[src/rtl/pc_sequencer.sv]
// pc_sequencer
//
// Program-counter sequencer and run controller for the single-cycle 9-bit
// core. Owns the PC and picks between sequential fetch and a branch target
// taken from a 4-entry programmable table indexed by the decoder's how_high
// field. Holds the PC while data memory is busy. Also runs the start/done
// handshake with the test harness: a second 4-entry table holds the program
// entry points, and a saturating counter records RUN cycles per program run.
//
// Ports
//   clk        in   single clock, all state updates on the rising edge
//   rst_n      in   asynchronous active-low reset
//   start      in   begin a run (ignored while running)
//   prog_sel   in   entry-point index, sampled together with start
//   branch     in   taken-branch request from the decoder
//   how_high   in   branch-target table index
//   halt       in   current instruction ends the program
//   mem_busy   in   data memory not ready, hold the PC
//   cfg_we     in   table write strobe
//   cfg_sel    in   0: branch table, 1: start table
//   cfg_idx    in   table entry index
//   cfg_data   in   absolute address to write
//   pc         out  instruction ROM address
//   run        out  pc is a valid fetch, decoder inputs are meaningful
//   done       out  program finished, held until the next start
//   cycle_cnt  out  RUN cycles of the current / last run

module pc_sequencer #(
    parameter int PC_W  = 10,
    parameter int CNT_W = 16
) (
    input  logic             clk,
    input  logic             rst_n,
    input  logic             start,
    input  logic [1:0]       prog_sel,
    input  logic             branch,
    input  logic [1:0]       how_high,
    input  logic             halt,
    input  logic             mem_busy,
    input  logic             cfg_we,
    input  logic             cfg_sel,
    input  logic [1:0]       cfg_idx,
    input  logic [PC_W-1:0]  cfg_data,
    output logic [PC_W-1:0]  pc,
    output logic             run,
    output logic             done,
    output logic [CNT_W-1:0] cycle_cnt
);

    typedef enum logic [1:0] {
        IDLE = 2'd0,
        RUN  = 2'd1,
        HALT = 2'd2
    } state_t;

    state_t            state_q, state_d;
    logic [PC_W-1:0]   pc_q, pc_d;
    logic [CNT_W-1:0]  cnt_q, cnt_d;
    logic              done_q, done_d;
    logic [PC_W-1:0]   brTab_q    [4];
    logic [PC_W-1:0]   startTab_q [4];

    // State, PC, counter and done flag. Everything clears asynchronously so a
    // reset mid-run takes effect without waiting for a clock edge.
    always_ff @(posedge clk or negedge rst_n) begin
        if (!rst_n) begin
            state_q <= IDLE;
            pc_q    <= '0;
            cnt_q   <= '0;
            done_q  <= 1'b0;
        end else begin
            state_q <= state_d;
            pc_q    <= pc_d;
            cnt_q   <= cnt_d;
            done_q  <= done_d;
        end
    end

    // Target tables. The sequencing logic reads the _q values, so a write
    // and a read of the same entry on one edge sees the old contents; the
    // new value is used from the following edge on.
    always_ff @(posedge clk or negedge rst_n) begin
        if (!rst_n) begin
            for (int i = 0; i < 4; i++) begin
                brTab_q[i]    <= '0;
                startTab_q[i] <= '0;
            end
        end else if (cfg_we) begin
            if (cfg_sel) begin
                startTab_q[cfg_idx] <= cfg_data;
            end else begin
                brTab_q[cfg_idx]    <= cfg_data;
            end
        end
    end

    // Next-state logic. In RUN, halt beats a stall, and a stall beats a
    // branch. The counter advances on every RUN cycle including stalls and
    // the halting cycle, and sticks at all-ones rather than wrapping.
    always_comb begin
        state_d = state_q;
        pc_d    = pc_q;
        cnt_d   = cnt_q;
        done_d  = done_q;

        case (state_q)
            RUN: begin
                if (cnt_q != {CNT_W{1'b1}}) begin
                    cnt_d = cnt_q + CNT_W'(1);
                end
                if (halt) begin
                    state_d = HALT;
                    done_d  = 1'b1;
                end else if (mem_busy) begin
                    pc_d = pc_q;
                end else if (branch) begin
                    pc_d = brTab_q[how_high];
                end else begin
                    pc_d = pc_q + PC_W'(1);
                end
            end
            default: begin
                // IDLE and HALT both launch a run the same way.
                if (start) begin
                    state_d = RUN;
                    pc_d    = startTab_q[prog_sel];
                    cnt_d   = '0;
                    done_d  = 1'b0;
                end
            end
        endcase
    end

    assign pc        = pc_q;
    assign run       = (state_q == RUN);
    assign done      = done_q;
    assign cycle_cnt = cnt_q;

endmodule

[config.mk]
export PLATFORM = sky130hd
export DESIGN_NAME = pc_sequencer
export DESIGN_NICKNAME = d
export VERILOG_FILES = /design/src/rtl/pc_sequencer.sv
export SDC_FILE = /design/constraint.sdc
export NUM_CORES = 1
export LEC_CHECK = 0
export BUFFER_PORTS_ARGS = -buffer_cell sky130_fd_sc_hd__buf_2
export CORE_MARGIN = 3
export CORE_UTILIZATION = 60
export DETAILED_ROUTE_END_ITERATION = 10
export GPL_TIMING_DRIVEN = 0
export HOLD_SLACK_MARGIN = 0.12
export PLACE_DENSITY = 0.82
export SYNTH_ARGS = -nofsm -noshare
export SYNTH_HDL_FRONTEND = slang
export SYNTH_SLANG_ARGS = --single-unit
[constraint.sdc]
create_clock -name clk -period 4.7 [get_ports clk]
set_input_delay 0.235 -clock clk [delete_from_list [all_inputs] [get_ports clk]]
set_output_delay 0.235 -clock clk [all_outputs]
set_load 0.01 [all_outputs]
# Yosys cells after proc, flatten, opt, wreduce, memory -nomap -nowiden
# Index checks and enable logic that the tools add are counted.
[totals]
ff_bits = 109
out_inout_bits = 28
inputBits = 24
[classes]
n_bitwise = 4
n_mux = 24
n_eq_ne = 6
order_cmp = 4
n_addsub = 2
reduce_logical = 7
[ops]
columns = ["operator", "n"]
rows = [
  ["$mux 10", 10],
  ["$bwmux 40", 2],
  ["$mux 16", 3],
  ["$bmux 10 s2", 2],
  ["$demux 10 s2", 1],
  ["$add 16x1->16 const B", 1],
  ["$ne 16x16->1 const B", 1],
  ["$add 10x1->10 const B", 1],
  ["$ge 3x3->1 const B", 3],
  ["$not 2->3", 3],
  ["$reduce_and 2->1", 4],
  ["$mux 2", 3],
  ["$ne 2x2->1 const B", 3],
  ["$lt 3x1->1 const B", 1],
  ["$mux 1", 3],
  ["$reduce_and 3->1", 1],
  ["$eq 2x1->1 const B", 1],
  ["$ne 2x1->1 const B", 1],
  ["$reduce_bool 2->1", 1],
  ["$logic_and 1x1->1", 1],
  ["$not 1->1", 1],
]

# Logic depth before layout (Yosys ltp)
# Gate-level depths: netlist of run 1.
[logic_depth]
depth_word = 8
ltp_mapped = 8
depth_no_buf = 6

# Worst setup path after synthesis of run 1
# OpenSTA, ideal clock, no wires.
[synth_timing]
path_type = "reg-to-reg"
from = "register state_q[1]"
to = "register pc_q[9], in the netlist pc[9]"
t_arrival_ps = 1962
stages_incl_launch_ff = 6
setup_slack_ps = 2651
synth_period_minus_slack_ps = 2049
path_buffers = 0
cell_sequence = "dfrtp_1 or4b_4 a21boi_4 or4_1 a211o_1 o211ai_1"
[synth_via]
elab_chain_cells = 3
[synth_lines]
columns = ["element", "line_no", "text"]
rows = [
  ["start: declaration", "56", "state_t state_q, state_d;"],
  ["start signal: assignment", "72", "state_q <= state_d;"],
  ["$eq 2x1->1 (*)", "106", "case (state_q)"],
  ["$ne 2x2->1 (no line) / $reduce_bool 2->1 (equally long branches)", "--", ""],
  ["$reduce_and 3->1 (no line)", "--", ""],
  ["end signal: assignment", "73", "pc_q <= pc_d;"],
  ["end: declaration", "57", "logic [PC_W-1:0] pc_q, pc_d;"],
]
# Every way passes the cells marked *; elsewhere a longest branch is shown, timed or not.
# A chain may end at the register's enable or synchronous reset.

# Worst setup path after layout of run 1
[layout_timing]
from = "register state_q[1]"
to = "register pc_q[2], in the netlist pc[2]"
# The elaborated chain is that of the path after synthesis.

==> results of run 1 <==
cells by family after synthesis:
group / Yosys count / synth area share
DFF: 108 / 0.5345
and+or+nand+nor: 79 / 0.08290
buffers and inverters: 23 / 0.01757
muxes: 101 / 0.2692
AOI/OAI and AO/OA: 57 / 0.07696
adders and majority gates: 2 / 0.004948
xor gates and xnor gates: 8 / 0.01386
sequential cells by signal (all words and copies together) (netlist names):
name and count:
pc 10, startTab_q 40, cycle_cnt 16, state_q 2
brTab_q 40
power breakdown:
part	switching (mW)	internal (mW)	leakage, nW
Clock	0.311	0.260	0.0983
Sequential	0.160	1.14	1.33
Combinational	0.350	0.347	1.01
Total	0.821	1.75	2.44
stage by stage:
stage	total power, mW	instance area, sq um	hold slack [ps]
after floorplan	1.755	5056	-60.59
after global placement	1.963	5409	441.8
after detailed placement	2.007	5439	272.9
after CTS	2.579	5660	167.0
after global routing	2.719	5660	179.7
final	2.569	5660	180.8
area by class of cell:
class | count | area (sq um) | share of cell area
tap | 102 | 127.6 | 0.02255
clock buffer | 10 | 137.6 | 0.02431
inverter | 5 | 18.77 | 0.003316
timing repair buffer | 48 | 275.3 | 0.04863
clock inverter | 6 | 63.81 | 0.01127
multi-input combinational | 247 | 2265 | 0.4001
buffer | 18 | 70.07 | 0.01238
sequential | 108 | 2703 | 0.4775
worst min-delay path, stage by stage:
cell and delay [ps]:
buf_2 130, nor2_1 90, a21oi_1 50
routing by layer:
metal	track usage	vias up	share of wire	routed length [um]
li1	-	1546	-	-
met1	0.3348	1763	0.45	4792
met2	0.3506	105	0.46	4920
met3	0.06286	21	0.067	717
met4	0.08094	0	0.022	238
met5	0	-	0	0
how the worst min path moves through the flow:
stage	from	endpoint	slack, ps	depth (start not counted)
after floorplan	rst_n	brTab_q[0]	-60	0
after global placement	halt	state_q[0]	440	2
after detailed placement	rst_n	cycle_cnt[9]	270	1
after CTS	start	state_q[0]	170	3
after global routing	start	state_q[0]	180	3
final	start	state_q[0]	180	3
placed cells by master (no fill, tap or decap), drive strengths merged, types with 7 or more instances in the layout:
master  synthesis  final
nand3          13     13
nand4           7      7
o21ai          17     17
o211ai          8      8
and3            7      7
a21oi           7      7
xor2            7      7
dfrtp         108    108
nor2           18     18
mux4           20     20
buf             5     51
mux2           80     80
nand2          16     16
clkbuf         13     23
==> impl_results.md, run 1 <==
- Reg2reg path depth: 8
- Tmin final: 2315 ps
- Most frequent CP cell: clkbuf_1
- Top_reg_cell synth: dfrtp_1
- Die X-Extent: between 90 and 100 um
- Initial antenna violation count: 0
- HP Class: input port to flip-flop
- Crit path arrival time: ~2600 ps
- Dpl ws: between 2000 and 2500 ps
- Worst setup EP type: flip-flop
- Critical Path End: pc[2]
- Synth area leader: dfrtp_1
- Top post-synthesis cells by count: dfrtp_1, mux2_2, mux4_2
- Detailed Place HPWL: slightly above 7 mm
- Die area: about 9600 sq um
- First-pass GRT wire length: 17.66 mm
- Worst flop-to-flop path endpoint: pc[2]
- CP Depth: 8
- Reg2reg setup slack: about 2400 ps
- Worst path cell trace: nand2b_1 > clkbuf_1 > inv_1 > clkbuf_1 > nor2_1 > clkbuf_1 > a22oi_1 > o21ai_0
- Antenna viol nets, final: 0
- CTS sink count: about 110
- Layout cells sized above 1: 0.3801
- CTS tree: yes
- Clock buffer depth: 2
- Row cnt: 32
- Root buf cell: clkbuf_8
- Hold buffers post-CTS: 2
- Die height: 97.80 um
- Worst EP required: 4980 ps
- Post CTS Setup Buffer Count: 0
- Yosys top cell area share: 0.5345
- Unique cell type count in the Yosys netlist: 40
- Max-slew violations: 0
- Seq cells post-synth: approximately 110
- CP peak stage delay: 430 ps
- Diode count: 0
- Peak VDD IR: 0.0002487 V
- Post-synth ARST share: 1.000
- Outcome: finished, final reports clean
- Num ports: 52
- RR Startpoint: state_q[1]
- Worst slew pin tran: 1033 ps
- Total gr overflow: 0
- Sequential area share after synthesis: 0.5345
- Syn nets: just over 400
- Fmax: about 430 MHz
- Largest net degree at the start of global routing: 65
- Crit path max-delay cell type: clkbuf_1
- H-tree levels: 3
- CTS buffer count: 9
- Leakage: 2.436 nW
- Worst-path clk slew: 100 ps
- Setup crit start kind: flip-flop
- Routed vias: 3435
- Yosys synthesis warning count: 0
- Family with the most delay on the worst path: buffers and inverters
- Final core occ: 0.7104
- Synth area leaders: dfrtp_1, mux2_2, mux4_2
- Period utilisation layout: 0.4925
- Dpl cells: between 500 and 600
- Setup tns final: 0 ps
- PortBufs: between 40 and 50
- Avg WL per Cell: approximately 20 um
- DRC Markers: 0
- Cell area after synthesis: 5056 sq um
- Initial Util: 0.6346
- Layout Cells excl Fill: approximately 540
- RSZ-0062 raised after global routing: false
- Setup WS post-layout: 2385 ps
- Cell count after synthesis: approximately 380
- Syn Area/Cell: approximately 13 sq um
- Vias per cell: 6.314
- Setup crit start: state_q[1]
- Wirelength, routed: approximately 11 mm
- Worst setup path class: flip-flop to flip-flop
- Gr usage total: 0.2337
- Drt first pass iters: 4
- Setup violators final: 0
- Vias in the first global route: approximately 3.5k
- Critical path peak fanout: 10
- Worst rel slew slack: 0.3075
- MaxCap Viol Count: 0
- Fillers: ~540
- Drt first-iter violations: roughly 190
- Post-CTS sizing: 0
- Clock Latency Late Sink: roughly 370 ps
- Count leader, synth: dfrtp_1
- Clock Skew: ~8 ps
- PD cells: 453.8 nW/um^2
- Buf+Inv Stages, Crit Path: 4
- Core area: approximately 8000 sq um
- Post-synth EDFFs: 0
- Placer's final routability congestion estimate: slightly below 0.9
- Hold Violations, Final: 0
- Area delta synth->final: 11.95%
- Final #Nets: roughly 460
(Power assumes the default switching activity.)
==> run 2: changes to the inputs <==
- CORE_UTILIZATION: 60 -> 59
- PLACE_DENSITY: 0.82 -> 0.81
- clock period: 4.7 -> 2.15 ns (I/O delays scaled with it)
==> run 2 against run 1 <==
  * Global-route usage is 1.1 points higher
  * Cell count is 2.6% higher
  * Critical endpoint is now pc[9]
  * Die area is 1.6% higher
  * Worst hold slack worse by 32 ps
  * Largest cell class unchanged
  * Combinational power increased by 130%
==> impl_results.md, run 2 (same netlist as run 1, synthesis figures left out) <==
- Avg WL per Cell: a little over 20 um
- Tmin final: between 2000 and 2500 ps
- Setup crit start kind: input port
- Core area: 8258 sq um
- Row cnt: 33
- Placer's final routability congestion estimate: between 0.8 and 0.9
- Gr usage total: 0.2451
- Total gr overflow: 0
- Clock buffer depth: 2
- Reg2reg path depth: 5
- Worst setup EP type: flip-flop
- H-tree levels: 3
- RSZ-0062 raised after global routing: false
- Final core occ: 0.7003
- HP Class: input port to flip-flop
- Most common cell after layout, fill and taps aside: dfrtp_1
- Fmax: 472.6 MHz
- Worst-path clk slew: around 90 ps
- Crit path arrival time: roughly 2400 ps
- Root buf cell: clkbuf_8
- Leakage: 2.483 nW
- Hold depth: 3
- Hold Violations, Final: 0
- Worst path cell trace: dlygate4sd3_1 > buf_2 > or4b_4 > a21boi_4 > or4_1 > a211o_1 > o211ai_1
- Initial antenna violation count: 0
- Worst EP required: around 2400 ps
- Peak VDD IR: about 0.00048 V
- Max-slew violations: 0
- Die height: a little under 100 um
- First-pass GRT wire length: approximately 19 mm
- Die X-Extent: just under 100 um
- CP peak stage delay: approximately 560 ps
- Die area: roughly 9700 sq um
- Clock Skew: 7.207 ps
- Diode count: 0
- Setup violators final: 0
- Drt first pass iters: 5
- Num ports: 52
- Antenna viol nets, final: 0
- Final #Nets: 476
- Routed vias: around 3.5k
- Layout cells sized above 1: 0.3753
- Area delta synth->final: 14.38%
- DRC Markers: 0
- Setup tns final: 0 ps
- Critical path peak fanout: 7
- Worst setup path class: input port to flip-flop
- CTS buffer count: 9
- PD cells: between 900 and 1000 nW/um^2
- Initial Util: 0.6123
- Post CTS Setup Buffer Count: 0
- CTS sink count: 108
- CTS tree: yes
- Largest net degree at the start of global routing: between 70 and 80
- Wirelength, routed: 11.40 mm
- PortBufs: 45
- Placed cell area: 5443 sq um
- Detailed Place HPWL: between 7 and 8 mm
- Vias in the first global route: 3698
- Period utilisation layout: 0.9842
- Worst rel slew slack: 0.3256
- Vias per cell: between 6 and 7
- Post-route cell area: ~5800 sq um
- Drt first-iter violations: between 150 and 200
- Crit path max-delay cell type: or4b_4
- Clock Latency Late Sink: 370 ps
- MaxCap Viol Count: 0
- Worst slew pin tran: 1006 ps
- Outcome: finished, final reports clean
- Most frequent cells in the layout: dfrtp_1, mux2_2, buf_2
- Final hold slack: roughly 150 ps
## run 2: cell count changes in the layout (fill, tap and decap cells not counted), moves of 2 or more
cell           delta
clkbuf_1          -3
clkbuf_2          +3
clkinv_2          -2
dlygate4sd3_1    +13
o21ai_0           -2
o21ai_1           +2
## run 2: final timing paths
check                                start  slack, ps            end
worst max-delay path                  halt         30          pc[9]
worst min-delay path                 start        150     state_q[1]
worst max register to register  state_q[1]         60          pc[9]
worst min register to register  brTab_q[6]        510     brTab_q[6]
max in group asynchronous            rst_n       1190  startTab_q[0]
min in group asynchronous            rst_n        230   cycle_cnt[8]
## run 2: report_power, final
group | total (mW) | switching, mW | internal [mW]
registers | 2.86 | 0.367 | 2.49
clock network | 1.18 | 0.658 | 0.526
logic | 1.57 | 0.780 | 0.793
## run 2: metrics by stage
| step | cells | power, mW | setup slack, ps |
|---|---|---|---|
| detailed placement | 529 | 4.407 | -108.2 |
| global placement | 528 | 4.286 | -138.1 |
| finish | 558 | 5.618 | 34.06 |
| global route | 558 | 5.912 | 4.751 |
| CTS | 558 | 5.612 | 13.38 |
| floorplan | 378 | 3.837 | 101.2 |
## run 2: final cells by class
| cell class | count | area (sq um) |
|---|---|---|
| Multi-Input combinational cell | 247 | 2270 |
| Clock buffer | 10 | 127.6 |
| Inverter | 5 | 18.77 |
| Clock inverter | 4 | 52.55 |
| Fill cell | 565 | 2475 |
| Buffer | 18 | 75.07 |
| Timing Repair Buffer | 61 | 405.4 |
| Sequential cell | 108 | 2703 |
| Tap cell | 105 | 131.4 |
## run 2: critical path: cells and delay by family
family                 cells  cell delay [ps]
buffers and inverters      2              680
AOI/OAI and AO/OA          3              540
and+or+nand+nor            2             1080
## run 2: routing by layer
layer	routed length (um)	part of all wire	GRT usage	vias to the layer above
li1	-	-	-	1573
met1	5037	0.44	0.3472	1819
met2	5654	0.50	0.3926	112
met3	588	0.052	0.03255	12
met4	121	0.011	0.09139	0
met5	0	0	0	-
## run 2: what timing repair did
item | in CTS | in global routing
pin swaps | 0 | 1
endpoints found under the setup margin | 17 | 16
hold buffers | 15 | 0
resized for setup | 2 | 8
endpoints found under the hold margin | 122 | 0
==> run 3: changes to the inputs <==
- clock period: 2.15 -> 2.1 ns (I/O delays scaled with it)
==> run 3 against run 2 <==
  * Core utilization grew 0.091 points
  * Critical endpoint unchanged
  * Register-to-register slack gained 30 ps
  * Critical path depth is the same
  * Count of clock-buffer cells in the layout is the same
  * Combinational power grew 3%
  * Highest routed layer unchanged
==> impl_results.md, run 3 (same netlist as run 1, synthesis figures left out) <==
- Outcome: finished, final reports clean
- PortBufs: 45
- Die X-Extent: slightly below 100 um
- Clock buffer depth: 2
- Gr usage total: 0.2451
- Area delta synth->final: 14.53%
- Clock Latency Late Sink: 370 ps
- Final hold slack: around 150 ps
- Crit path max-delay cell type: or4b_4
- PD cells: between 900 and 1000 nW/um^2
- Vias in the first global route: 3696
- Worst setup EP type: flip-flop
- Peak VDD IR: around 0.00049 V
- Dpl cells: about 530
- Max-slew violations: 0
- Buf+Inv Stages, Crit Path: 2
- HP Class: input port to flip-flop
- Initial antenna violation count: 0
- RSZ-0062 raised after global routing: false
- CP peak stage delay: about 570 ps
- Worst rel slew slack: 0.3130
- Clock Skew: roughly 8.4 ps
- CTS buffer count: 9
- Most frequent cells in the layout: dfrtp_1, mux2_2, buf_2
- Fillers: ~570
- Antenna viol nets, final: 0
- Routed vias: 3548
- Leakage: 2.487 nW
- Met2 WL post-DR: 5.521 mm
- Drt first pass iters: 4
- Row cnt: 33
- Worst setup path class: input port to flip-flop
- Die area: around 9700 sq um
- Wirelength, routed: 11.24 mm
- Vias per cell: between 6 and 7
- Setup tns final: 0 ps
- Worst-path clk slew: approximately 90 ps
- CTS sink count: 108
- Layout cells sized above 1: 0.3767
- Root buf cell: clkbuf_8
- Final #Nets: 477
- Worst slew pin tran: a little over 1000 ps
- Num ports: 52
- Family with the most delay on the worst path: simple AND/OR/NAND/NOR gates
- Met1 WL: around 5.0 mm
- Final core occ: 0.7012
- CTS tree: yes
- Top routing layer used: met4
- Tmin final: ~2000 ps
- Core area: slightly above 8000 sq um
- Placer's final routability congestion estimate: between 0.8 and 0.9
- First-pass GRT wire length: 18.67 mm
- Layout Cells excl Fill: 559
- Diode count: 0
- Hold Violations, Final: 0
- Worst path cell trace: dlygate4sd3_1 > buf_2 > or4b_4 > a21boi_4 > or4_1 > a211o_1 > o211ai_1
- Avg WL per Cell: 20.10 um
- Met3 wire length: around 470 um
- Fmax: 487.1 MHz
- Tot Pwr: between 5 and 6 mW
- Die height: around 100 um
- H-tree levels: 3
- DRC Markers: 0
- Drt first-iter violations: between 150 and 200
- Detailed Place HPWL: between 7 and 8 mm
- Period utilisation layout: 0.9776
- Initial Util: 0.6123
- Total gr overflow: 0
- Crit path arrival time: approximately 2300 ps
- Largest net degree at the start of global routing: 75
- Worst EP required: between 2000 and 2500 ps
- Setup violators final: 0
- MaxCap Viol Count: 0
- Most common cell after layout, fill and taps aside: dfrtp_1
- Reg2reg setup slack: around 90 ps
- Critical path peak fanout: 4
- Setup crit start kind: input port
## run 3: metrics by stage
stage / worst slack [ps] / instance area (sq um)
2_1_floorplan: 51.22 / 5056
3_3_place_gp: -185.6 / 5413
3_5_place_dp: -158.2 / 5443
4_1_cts: 11.38 / 5776
5_1_grt: 7.999 / 5791
6_report: 47.01 / 5791
## run 3: cell type report
type | count | area (sq um) | share of cell area
plain buffers | 18 | 75.07 | 0.01296
clock buffers | 10 | 127.6 | 0.02204
clock inverters | 4 | 52.55 | 0.009075
inverters | 5 | 18.77 | 0.003241
multi-input cells | 247 | 2270 | 0.3920
flip-flops and latches | 108 | 2703 | 0.4667
well taps | 105 | 131.4 | 0.02269
repair buffers | 62 | 412.9 | 0.07131
## run 3: repair_timing
| item | in CTS | in global routing |
|---|---|---|
| hold endpoints to repair | 122 | 0 |
| setup buffers | 0 | 1 |
| setup endpoints to repair | 21 | 17 |
| resized for setup | 2 | 9 |
| pin swaps | 1 | 3 |
| hold buffers | 15 | 0 |
## run 3: layer usage
| layer | GRT usage | up-vias |
|---|---|---|
| met3 | 0.03255 | 23 |
| li1 | - | 1578 |
| met1 | 0.3472 | 1826 |
| met5 | 0 | - |
| met2 | 0.3926 | 121 |
| met4 | 0.09139 | 0 |
## run 3: path summary, 6_finish.rpt
path / from / endpoint / depth (start not counted)
worst max-delay path: halt / pc[9] / 7
worst min-delay path: start / state_q[1] / 3
worst max register to register: state_q[1] / pc[9] / 5
worst min register to register: brTab_q[6] / brTab_q[6] / 1
max in group asynchronous: rst_n / startTab_q[0] / 3
min in group asynchronous: rst_n / cycle_cnt[8] / 2
## run 3: worst reg2reg max path: cells and delay by family, from the launching register on
family | cells | cell delay (ps)
flip-flops | 1 | 420
AO/OA/AOI/OAI | 3 | 570
AND/OR/NAND/NOR | 2 | 950
## run 3: where the power goes
part	internal [mW]	leakage [nW]	switching, mW
logic	0.816	1.08	0.798
clock network	0.539	0.0805	0.670
registers	2.55	1.33	0.371
